File: config.mk
export PLATFORM = sky130hd
export DESIGN_NAME = muldiv_unit
export DESIGN_NICKNAME = d
export VERILOG_FILES = /design/src/rtl/muldiv_pkg.sv /design/src/rtl/muldiv_core.sv /design/src/rtl/muldiv_unit.sv
export SDC_FILE = /design/constraint.sdc
export NUM_CORES = 1
export LEC_CHECK = 0
export ABC_CLOCK_PERIOD_IN_PS = 5100
export BUFFER_PORTS_ARGS = -buffer_cell sky130_fd_sc_hd__buf_2
export CAP_MARGIN = 20
export CORE_MARGIN = 2
export CORE_UTILIZATION = 30
export CTS_BUF_LIST = sky130_fd_sc_hd__clkbuf_16
export DETAILED_ROUTE_END_ITERATION = 8
export HOLD_SLACK_MARGIN = 0.05
export RECOVER_POWER = 25
export SETUP_SLACK_MARGIN = 0.3
export SLEW_MARGIN = 20
export SYNTH_ARGS = -nofsm -noshare
export SYNTH_HDL_FRONTEND = slang
export SYNTH_HIERARCHICAL = 1
export SYNTH_SLANG_ARGS = --single-unit
File: constraint.sdc
create_clock -name clk -period 5.1 [get_ports clk]
set_clock_uncertainty 0.1 [all_clocks]
set_input_delay 0.51 -clock clk [delete_from_list [all_inputs] [get_ports clk]]
set_output_delay 0.51 -clock clk [all_outputs]
set_load 0.01 [all_outputs]
File: src/rtl/muldiv_pkg.sv
// Shared definitions for the iterative multiply/divide unit: R-type funct
// codes, the sequencing state encoding and the divide-by-zero LO value.
package muldiv_pkg;

    localparam logic [5:0] F_MFHI  = 6'h10;
    localparam logic [5:0] F_MTHI  = 6'h11;
    localparam logic [5:0] F_MFLO  = 6'h12;
    localparam logic [5:0] F_MTLO  = 6'h13;
    localparam logic [5:0] F_MULT  = 6'h18;
    localparam logic [5:0] F_MULTU = 6'h19;
    localparam logic [5:0] F_DIV   = 6'h1A;
    localparam logic [5:0] F_DIVU  = 6'h1B;

    localparam logic [31:0] DIV0_LO_DEFAULT = 32'hFFFF_FFFF;

    typedef enum logic [1:0] {
        S_IDLE = 2'd0,
        S_RUN  = 2'd1,
        S_FIX  = 2'd2
    } state_t;

endpackage

File: src/rtl/muldiv_core.sv
// Single-step magnitude datapath. The 2*WIDTH accumulator holds
// {partial product, remaining multiplier} for multiply and
// {partial remainder, dividend/quotient bits} for divide; the operand
// register holds the multiplicand or divisor.
module muldiv_core
    import muldiv_pkg::*;
#(
    parameter int WIDTH = 32
) (
    input  logic               i_clk,
    input  logic               i_rst,
    input  logic               i_load,
    input  logic               i_step,
    input  logic               i_op_is_div,
    input  logic [2*WIDTH-1:0] i_acc_init,
    input  logic [WIDTH-1:0]   i_operand,
    output logic [2*WIDTH-1:0] o_acc
);

    logic [2*WIDTH-1:0] r_acc;
    logic [WIDTH-1:0]   r_operand;

    logic [WIDTH:0]     w_mulSum;
    logic [WIDTH:0]     w_divTrial;
    logic [2*WIDTH-1:0] w_mulNext;
    logic [2*WIDTH-1:0] w_divNext;
    logic [2*WIDTH-1:0] w_accNext;

    // One iteration: shift-add for multiply, restoring trial subtract for divide.
    always_comb begin
        w_mulSum   = {1'b0, r_acc[2*WIDTH-1:WIDTH]} + (r_acc[0] ? {1'b0, r_operand} : '0);
        w_mulNext  = {w_mulSum, r_acc[WIDTH-1:1]};
        w_divTrial = r_acc[2*WIDTH-1:WIDTH-1] - {1'b0, r_operand};
        if (w_divTrial[WIDTH]) begin
            w_divNext = {r_acc[2*WIDTH-2:0], 1'b0};
        end else begin
            w_divNext = {w_divTrial[WIDTH-1:0], r_acc[WIDTH-2:0], 1'b1};
        end
        w_accNext = i_op_is_div ? w_divNext : w_mulNext;
    end

    // Working registers: loaded on accept, advanced once per RUN cycle.
    always_ff @(posedge i_clk) begin
        if (i_rst) begin
            r_acc     <= '0;
            r_operand <= '0;
        end else if (i_load) begin
            r_acc     <= i_acc_init;
            r_operand <= i_operand;
        end else if (i_step) begin
            r_acc     <= w_accNext;
        end
    end

    assign o_acc = r_acc;

endmodule

File: src/rtl/muldiv_unit.sv
// MIPS HI/LO multiply/divide unit. Decodes the muldiv funct codes, sequences
// a WIDTH-step iterative operation on magnitudes, applies the sign fix in a
// final cycle and owns the HI/LO registers and the mfhi/mflo read mux.
module muldiv_unit
    import muldiv_pkg::*;
#(
    parameter int               WIDTH   = 32,
    parameter logic [WIDTH-1:0] DIV0_LO = WIDTH'(DIV0_LO_DEFAULT)
) (
    input  logic             clk,
    input  logic             rst,
    input  logic             valid,
    input  logic [5:0]       funct,
    input  logic [WIDTH-1:0] In1,
    input  logic [WIDTH-1:0] In2,
    output logic [WIDTH-1:0] hi,
    output logic [WIDTH-1:0] lo,
    output logic [WIDTH-1:0] mf_result,
    output logic             busy,
    output logic             done
);

    localparam int CNT_W = $clog2(WIDTH);
    localparam logic [CNT_W-1:0] LAST_STEP = CNT_W'(WIDTH - 1);

    state_t r_state;
    state_t w_stateNext;

    logic [CNT_W-1:0] r_count;
    logic [WIDTH-1:0] r_hi;
    logic [WIDTH-1:0] r_lo;
    logic             r_done;
    logic             r_opIsDiv;
    logic             r_negA;
    logic             r_negB;
    logic             r_divZero;
    logic [WIDTH-1:0] r_in1;

    logic             w_busy;
    logic             w_isMulDiv;
    logic             w_accept;
    logic             w_idleWrite;
    logic             w_opIsDiv;
    logic             w_signed;
    logic             w_negA;
    logic             w_negB;
    logic [WIDTH-1:0] w_magA;
    logic [WIDTH-1:0] w_magB;
    logic [2*WIDTH-1:0] w_accInit;
    logic [WIDTH-1:0]   w_operand;
    logic [2*WIDTH-1:0] w_acc;
    logic [2*WIDTH-1:0] w_product;
    logic [WIDTH-1:0]   w_quot;
    logic [WIDTH-1:0]   w_rem;
    logic [WIDTH-1:0]   w_fixHi;
    logic [WIDTH-1:0]   w_fixLo;

    assign w_busy      = (r_state != S_IDLE);
    assign w_idleWrite = valid && !w_busy;
    assign w_isMulDiv  = (funct == F_MULT) || (funct == F_MULTU) ||
                         (funct == F_DIV)  || (funct == F_DIVU);
    assign w_accept    = w_idleWrite && w_isMulDiv;

    // Operand decode: funct bit 1 selects divide, bit 0 clear means signed.
    always_comb begin
        w_opIsDiv = funct[1];
        w_signed  = !funct[0];
        w_negA    = w_signed && In1[WIDTH-1];
        w_negB    = w_signed && In2[WIDTH-1];
        w_magA    = w_negA ? -In1 : In1;
        w_magB    = w_negB ? -In2 : In2;
        if (w_opIsDiv) begin
            w_accInit = {{WIDTH{1'b0}}, w_magA};
            w_operand = w_magB;
        end else begin
            w_accInit = {{WIDTH{1'b0}}, w_magB};
            w_operand = w_magA;
        end
    end

    muldiv_core #(
        .WIDTH(WIDTH)
    ) u_core (
        .i_clk      (clk),
        .i_rst      (rst),
        .i_load     (w_accept),
        .i_step     (r_state == S_RUN),
        .i_op_is_div(r_opIsDiv),
        .i_acc_init (w_accInit),
        .i_operand  (w_operand),
        .o_acc      (w_acc)
    );

    // Sequencer state register.
    always_ff @(posedge clk) begin
        if (rst) begin
            r_state <= S_IDLE;
        end else begin
            r_state <= w_stateNext;
        end
    end

    // Next-state: IDLE waits for an accept, RUN counts WIDTH steps, FIX lasts one cycle.
    always_comb begin
        w_stateNext = r_state;
        case (r_state)
            S_IDLE:  if (w_accept) w_stateNext = S_RUN;
            S_RUN:   if (r_count == LAST_STEP) w_stateNext = S_FIX;
            S_FIX:   w_stateNext = S_IDLE;
            default: w_stateNext = S_IDLE;
        endcase
    end

    // Step counter and the operation attributes captured at accept.
    always_ff @(posedge clk) begin
        if (rst) begin
            r_count   <= '0;
            r_opIsDiv <= 1'b0;
            r_negA    <= 1'b0;
            r_negB    <= 1'b0;
            r_divZero <= 1'b0;
            r_in1     <= '0;
        end else if (w_accept) begin
            r_count   <= '0;
            r_opIsDiv <= w_opIsDiv;
            r_negA    <= w_negA;
            r_negB    <= w_negB;
            r_divZero <= (In2 == '0);
            r_in1     <= In1;
        end else if (r_state == S_RUN) begin
            r_count   <= r_count + 1'b1;
        end
    end

    // Sign correction of the magnitude result, plus the divide-by-zero override.
    always_comb begin
        w_product = (r_negA ^ r_negB) ? -w_acc : w_acc;
        w_quot    = (r_negA ^ r_negB) ? -w_acc[WIDTH-1:0] : w_acc[WIDTH-1:0];
        w_rem     = r_negA ? -w_acc[2*WIDTH-1:WIDTH] : w_acc[2*WIDTH-1:WIDTH];
        if (!r_opIsDiv) begin
            w_fixHi = w_product[2*WIDTH-1:WIDTH];
            w_fixLo = w_product[WIDTH-1:0];
        end else if (r_divZero) begin
            w_fixHi = r_in1;
            w_fixLo = DIV0_LO;
        end else begin
            w_fixHi = w_rem;
            w_fixLo = w_quot;
        end
    end

    // HI/LO registers: the FIX result, or mthi/mtlo when the unit is idle.
    always_ff @(posedge clk) begin
        if (rst) begin
            r_hi   <= '0;
            r_lo   <= '0;
            r_done <= 1'b0;
        end else begin
            r_done <= (r_state == S_FIX);
            if (r_state == S_FIX) begin
                r_hi <= w_fixHi;
                r_lo <= w_fixLo;
            end else if (w_idleWrite && funct == F_MTHI) begin
                r_hi <= In1;
            end else if (w_idleWrite && funct == F_MTLO) begin
                r_lo <= In1;
            end
        end
    end

    // Move-from read mux into the EX result path.
    always_comb begin
        mf_result = '0;
        if (funct == F_MFHI) begin
            mf_result = r_hi;
        end else if (funct == F_MFLO) begin
            mf_result = r_lo;
        end
    end

    assign hi   = r_hi;
    assign lo   = r_lo;
    assign busy = w_busy;
    assign done = r_done;

endmodule

==> run_summary.xml <==
<?xml version="1.0" encoding="UTF-8"?>
<metrics>
  <group name="outcome">
    <metric name="run_status" unit="">finished, violations left</metric>
    <metric name="failed_checks" unit="">capacitance limit, slew limit</metric>
  </group>
  <group name="setup_path">
    <metric name="startpoint_type" unit="">flop</metric>
    <metric name="worst-endpoint-arrival" unit="ps">4540</metric>
    <metric name="worst_path_most_repeated_cell" unit="">sky130_fd_sc_hd__clkbuf_1</metric>
    <metric name="slowest_stage_cell_on_the_critical_path" unit="">sky130_fd_sc_hd__clkbuf_1</metric>
    <metric name="critPathMaxFanout" unit="">36</metric>
    <metric name="criticalPathCategory" unit="">flop to flop</metric>
    <metric name="r2r-start" unit="">r_state[0]</metric>
    <metric name="slowest_delay" unit="ps">1470</metric>
    <metric name="cp.required" unit="ps">5450</metric>
    <metric name="timing.critical_path.to_type" unit="">flop</metric>
    <metric name="crit_chain" unit="">nand2b_1 &gt; clkbuf_1 &gt; a21oi_1 &gt; clkbuf_1 &gt; a221oi_1</metric>
    <metric name="setup.worst_path.start" unit="">r_state[0]</metric>
  </group>
  <group name="logic_synthesis">
    <metric name="syn_area" unit="sq mm">0.01850</metric>
    <metric name="synth.ff_latch_count" unit="">204</metric>
    <metric name="register_area_share_after_synthesis" unit="%">22.07</metric>
    <metric name="async_flop_share" unit="%">0</metric>
    <metric name="post_synth_main_area_contributors" unit="">sky130_fd_sc_hd__dfxtp_1, sky130_fd_sc_hd__mux2i_1, sky130_fd_sc_hd__a21oi_1</metric>
    <metric name="syn_area_per_cell" unit="sq um">7.390</metric>
    <metric name="synth_edf_count" unit="">0</metric>
    <metric name="yosys.cell_types.count" unit="">90</metric>
    <metric name="synthCells" unit="">2504</metric>
    <metric name="yosysTopAreaCellShare" unit="%">22.07</metric>
    <metric name="synth-main-ff-cell" unit="">sky130_fd_sc_hd__dfxtp_1</metric>
    <metric name="synth_area_leader_cell" unit="">sky130_fd_sc_hd__dfxtp_1</metric>
    <metric name="synthesis.yosys.warnings" unit="">6</metric>
  </group>
  <group name="timing">
    <metric name="timing_worst_slew_pin_value" unit="ps">2234</metric>
    <metric name="slew_headroom" unit="%">-48.93</metric>
    <metric name="setup_repair_after_global_routing_missed_its_margin" unit="">false</metric>
    <metric name="finalSetupViolations" unit="">0</metric>
    <metric name="timing.final.hold_violations" unit="">0</metric>
    <metric name="timing.final.max_slew_violations" unit="">75</metric>
    <metric name="max_fclk" unit="GHz">0.2389</metric>
    <metric name="timing.final.crit_period" unit="ps">4187</metric>
    <metric name="period_share" unit="%">82.09</metric>
    <metric name="finalSetupTns" unit="ps">0</metric>
  </group>
  <group name="drt">
    <metric name="antenna_violating_nets_post_route" unit="">0</metric>
    <metric name="wl_per_cell" unit="microns">22.63</metric>
    <metric name="via_count" unit="">19863</metric>
    <metric name="detail_route.vias_per_cell" unit="">5.842</metric>
    <metric name="drc" unit="">0</metric>
    <metric name="drtIter0Drc" unit="">2260</metric>
    <metric name="detail_route.wirelength" unit="microns">76960</metric>
    <metric name="number_of_optimization_iterations_in_the_first_detailed_route_pass" unit="">9</metric>
  </group>
  <group name="clock_network">
    <metric name="cts_hold_buffers" unit="">0</metric>
    <metric name="post_cts.resized_instances" unit="">0</metric>
    <metric name="worstSkewPairLatency" unit="ps">580</metric>
    <metric name="clk_path_buf_depth" unit="">3</metric>
    <metric name="h-tree-depth" unit="">1</metric>
    <metric name="tritoncts" unit="">built</metric>
    <metric name="cts-buffers-inserted" unit="">26</metric>
    <metric name="cts_root_buf" unit="">sky130_fd_sc_hd__clkbuf_16</metric>
    <metric name="clk_transition_reported_paths" unit="ps">60</metric>
    <metric name="postCtsSetupBuffers" unit="">0</metric>
    <metric name="cts_num_sinks" unit="">204</metric>
  </group>
  <group name="global_route">
    <metric name="antenna_found_initial" unit="">6</metric>
    <metric name="maximum_number_of_pins_on_one_net_before_global_route_repair" unit="">171</metric>
    <metric name="grt_util_all_layers" unit="%">23.17</metric>
    <metric name="wire_length_of_the_first_global_routing_pass" unit="microns">113700</metric>
    <metric name="via_count_of_the_first_global_routing_pass" unit="">17892</metric>
    <metric name="globalRouteOverflowTotal" unit="">0</metric>
  </group>
  <group name="cells_and_area">
    <metric name="final_layout_size_suffix_gt1_share" unit="%">9.579</metric>
    <metric name="areaGrowthSynthToFinish" unit="%">13.16</metric>
    <metric name="final_core_utilization" unit="%">34.12</metric>
    <metric name="layout.nets" unit="">2736</metric>
    <metric name="total_inserted_antenna_cells" unit="">0</metric>
    <metric name="fillCellCount" unit="">6553</metric>
  </group>
  <group name="floorplan">
    <metric name="dieArea" unit="sq mm">0.06368</metric>
    <metric name="fp.coreArea" unit="sq mm">0.06137</metric>
    <metric name="fp.dieH" unit="microns">252.4</metric>
    <metric name="pin_count" unit="">171</metric>
    <metric name="rows" unit="">91</metric>
    <metric name="initial_core_util" unit="%">30.15</metric>
    <metric name="die_width" unit="microns">252.4</metric>
  </group>
  <group name="placed_design">
    <metric name="hpwlAfterDp" unit="microns">57550</metric>
    <metric name="gp_routability_congestion" unit="">0.9801</metric>
    <metric name="place.port_buffers" unit="">170</metric>
  </group>
  <group name="hold_path">
    <metric name="hold_path_class" unit="">primary input to flop</metric>
    <metric name="hold_path_startpoint" unit="">In1[3]</metric>
  </group>
  <group name="power_and_ir_drop">
    <metric name="cellPowerDensity" unit="mW/mm^2">237.0</metric>
    <metric name="leakagePower" unit="nW">7.791</metric>
    <metric name="vdd_ir_drop_max" unit="mV">0.2480</metric>
  </group>
  <group name="run">
    <metric name="maxCapViolations" unit="">2</metric>
  </group>
</metrics>
cells in the mapped netlist (6+ instances only):
cell type,instances
sky130_fd_sc_hd__a211oi_1,53
sky130_fd_sc_hd__a21o_1,38
sky130_fd_sc_hd__a21oi_1,277
sky130_fd_sc_hd__a221oi_1,23
sky130_fd_sc_hd__a22oi_1,8
sky130_fd_sc_hd__a311oi_1,7
sky130_fd_sc_hd__a31o_2,6
sky130_fd_sc_hd__a31oi_1,40
sky130_fd_sc_hd__a41oi_1,11
sky130_fd_sc_hd__and2_1,40
sky130_fd_sc_hd__and3_1,27
sky130_fd_sc_hd__buf_1,15
sky130_fd_sc_hd__buf_2,7
sky130_fd_sc_hd__clkbuf_1,160
sky130_fd_sc_hd__dfxtp_1,204
sky130_fd_sc_hd__ha_1,70
sky130_fd_sc_hd__inv_1,74
sky130_fd_sc_hd__mux2_2,12
sky130_fd_sc_hd__mux2i_1,186
sky130_fd_sc_hd__nand2_1,215
sky130_fd_sc_hd__nand2b_1,23
sky130_fd_sc_hd__nand3_1,49
sky130_fd_sc_hd__nand4_1,24
sky130_fd_sc_hd__nor2_1,272
sky130_fd_sc_hd__nor2b_1,21
sky130_fd_sc_hd__nor3_1,60
sky130_fd_sc_hd__nor3b_1,9
sky130_fd_sc_hd__nor4_1,23
sky130_fd_sc_hd__nor4_2,8
sky130_fd_sc_hd__o2111ai_1,8
sky130_fd_sc_hd__o211ai_1,18
sky130_fd_sc_hd__o21a_1,16
sky130_fd_sc_hd__o21ai_0,117
sky130_fd_sc_hd__o21bai_1,12
sky130_fd_sc_hd__o221ai_1,8
sky130_fd_sc_hd__o22ai_1,15
sky130_fd_sc_hd__o31ai_1,25
sky130_fd_sc_hd__o41ai_1,9
sky130_fd_sc_hd__or2_2,8
sky130_fd_sc_hd__or3_1,22
sky130_fd_sc_hd__or4_1,9
sky130_fd_sc_hd__xnor2_1,105
sky130_fd_sc_hd__xor2_1,68
path summary, 6_finish.rpt:
path / cells after the start / endpoint / slack, ps
setup reg to reg: 5 / lo[28] / 910
hold reg to reg: 2 / r_in1[2] / 360
setup / recovery: 5 / lo[28] / 910
hold / removal: 3 / r_in1[3] / 160
through the flow:
step | instances | power, W | hold WS [ps] | setup WS, ps | cell area (sq um)
final | 3400 | 0.004962 | 162.9 | 913.5 | 20940
after global routing | 3400 | 0.005133 | 172.6 | 669.4 | 20940
after CTS | 3400 | 0.004934 | 148.9 | 1060 | 21040
after detailed placement | 3353 | 0.002977 | 347.1 | 1067 | 20150
after global placement | 3353 | 0.002978 | 340.0 | 1130 | 20150
after floorplan | 2535 | 0.002579 | 331.2 | 1578 | 18620
critical path, delay by kind of cell, from the launching register on:
family          cells  cell delay, ps
flops               1             400
buf+inv             2            2090
simple gates        1             410
compound gates      2            1030
registers in the layout, indices dropped and copies added, names as in the netlist:
name,cells
r_negB,1
u_core/r_operand,32
r_opIsDiv,1
r_state,2
done,1
hi,32
r_divZero,1
lo,32
u_core/o_acc,64
r_in1,32
r_negA,1
r_count,5
cell families after synthesis:
kind of cell / count (synthesis) / synth area share (%)
compound gates: 749 / 25.99
simple gates: 842 / 22.23
mux: 202 / 11.07
other cells: 1 / 0.02027
buf+inv: 261 / 5.484
fa+ha+maj: 72 / 4.950
xor+xnor: 173 / 8.189
flops: 204 / 22.07
layout by cell type (no fill, tap or decap), types with 11 or more instances in the layout:
cell type                     n
sky130_fd_sc_hd__xor2_1      67
sky130_fd_sc_hd__nand2_1    214
sky130_fd_sc_hd__a211oi_1    53
sky130_fd_sc_hd__or3_1       22
sky130_fd_sc_hd__a41oi_1     11
sky130_fd_sc_hd__xnor2_1    104
sky130_fd_sc_hd__o21a_1      16
sky130_fd_sc_hd__o22ai_1     15
sky130_fd_sc_hd__nand3_1     48
sky130_fd_sc_hd__o21ai_0    117
sky130_fd_sc_hd__clkbuf_1    69
sky130_fd_sc_hd__nor2_1     272
sky130_fd_sc_hd__and2_1      40
sky130_fd_sc_hd__ha_1        70
sky130_fd_sc_hd__buf_4       40
sky130_fd_sc_hd__a31oi_1     40
sky130_fd_sc_hd__o21bai_1    12
sky130_fd_sc_hd__a21o_1      38
sky130_fd_sc_hd__clkbuf_16   26
sky130_fd_sc_hd__mux2i_1    186
sky130_fd_sc_hd__inv_1       75
sky130_fd_sc_hd__nor2b_1     19
sky130_fd_sc_hd__nor3_1      60
sky130_fd_sc_hd__buf_2      102
sky130_fd_sc_hd__nor4_1      23
sky130_fd_sc_hd__dfxtp_1    203
sky130_fd_sc_hd__a221oi_1    23
sky130_fd_sc_hd__o211ai_1    18
sky130_fd_sc_hd__mux2_2      12
sky130_fd_sc_hd__o31ai_1     25
sky130_fd_sc_hd__nand4_1     24
sky130_fd_sc_hd__conb_1      32
sky130_fd_sc_hd__a21oi_1    277
sky130_fd_sc_hd__and3_1      27
sky130_fd_sc_hd__nand2b_1    23
per-layer routing:
layer / global-route usage (%) / vias up / share of wire (%)
met2: 34.93 / 1010 / 42
li1: - / 9270 / -
met3: 4.655 / 186 / 10
met1: 31.48 / 9387 / 42
met5: 0 / - / 0.088
met4: 11.07 / 10 / 5.6
area by class of cell:
| type | count | area (sq um) | share of cell area, % |
|---|---|---|---|
| sequential | 204 | 4088 | 19.52 |
| inverter | 75 | 286.5 | 1.368 |
| timing repair buffer | 214 | 1121 | 5.354 |
| tap | 790 | 988.4 | 4.721 |
| clock inverter | 21 | 239.0 | 1.141 |
| multi-input combinational | 2070 | 13570 | 64.79 |
| clock buffer | 26 | 650.6 | 3.107 |
report_power, final:
group	total [W]	switching (W)	internal, W
sequential	0.00168	0.0000587	0.00162
clock	0.00197	0.000791	0.00118
combinational	0.00131	0.000854	0.000461
total	0.00496	0.00170	0.00326
Power figures use the tool's default switching activity.
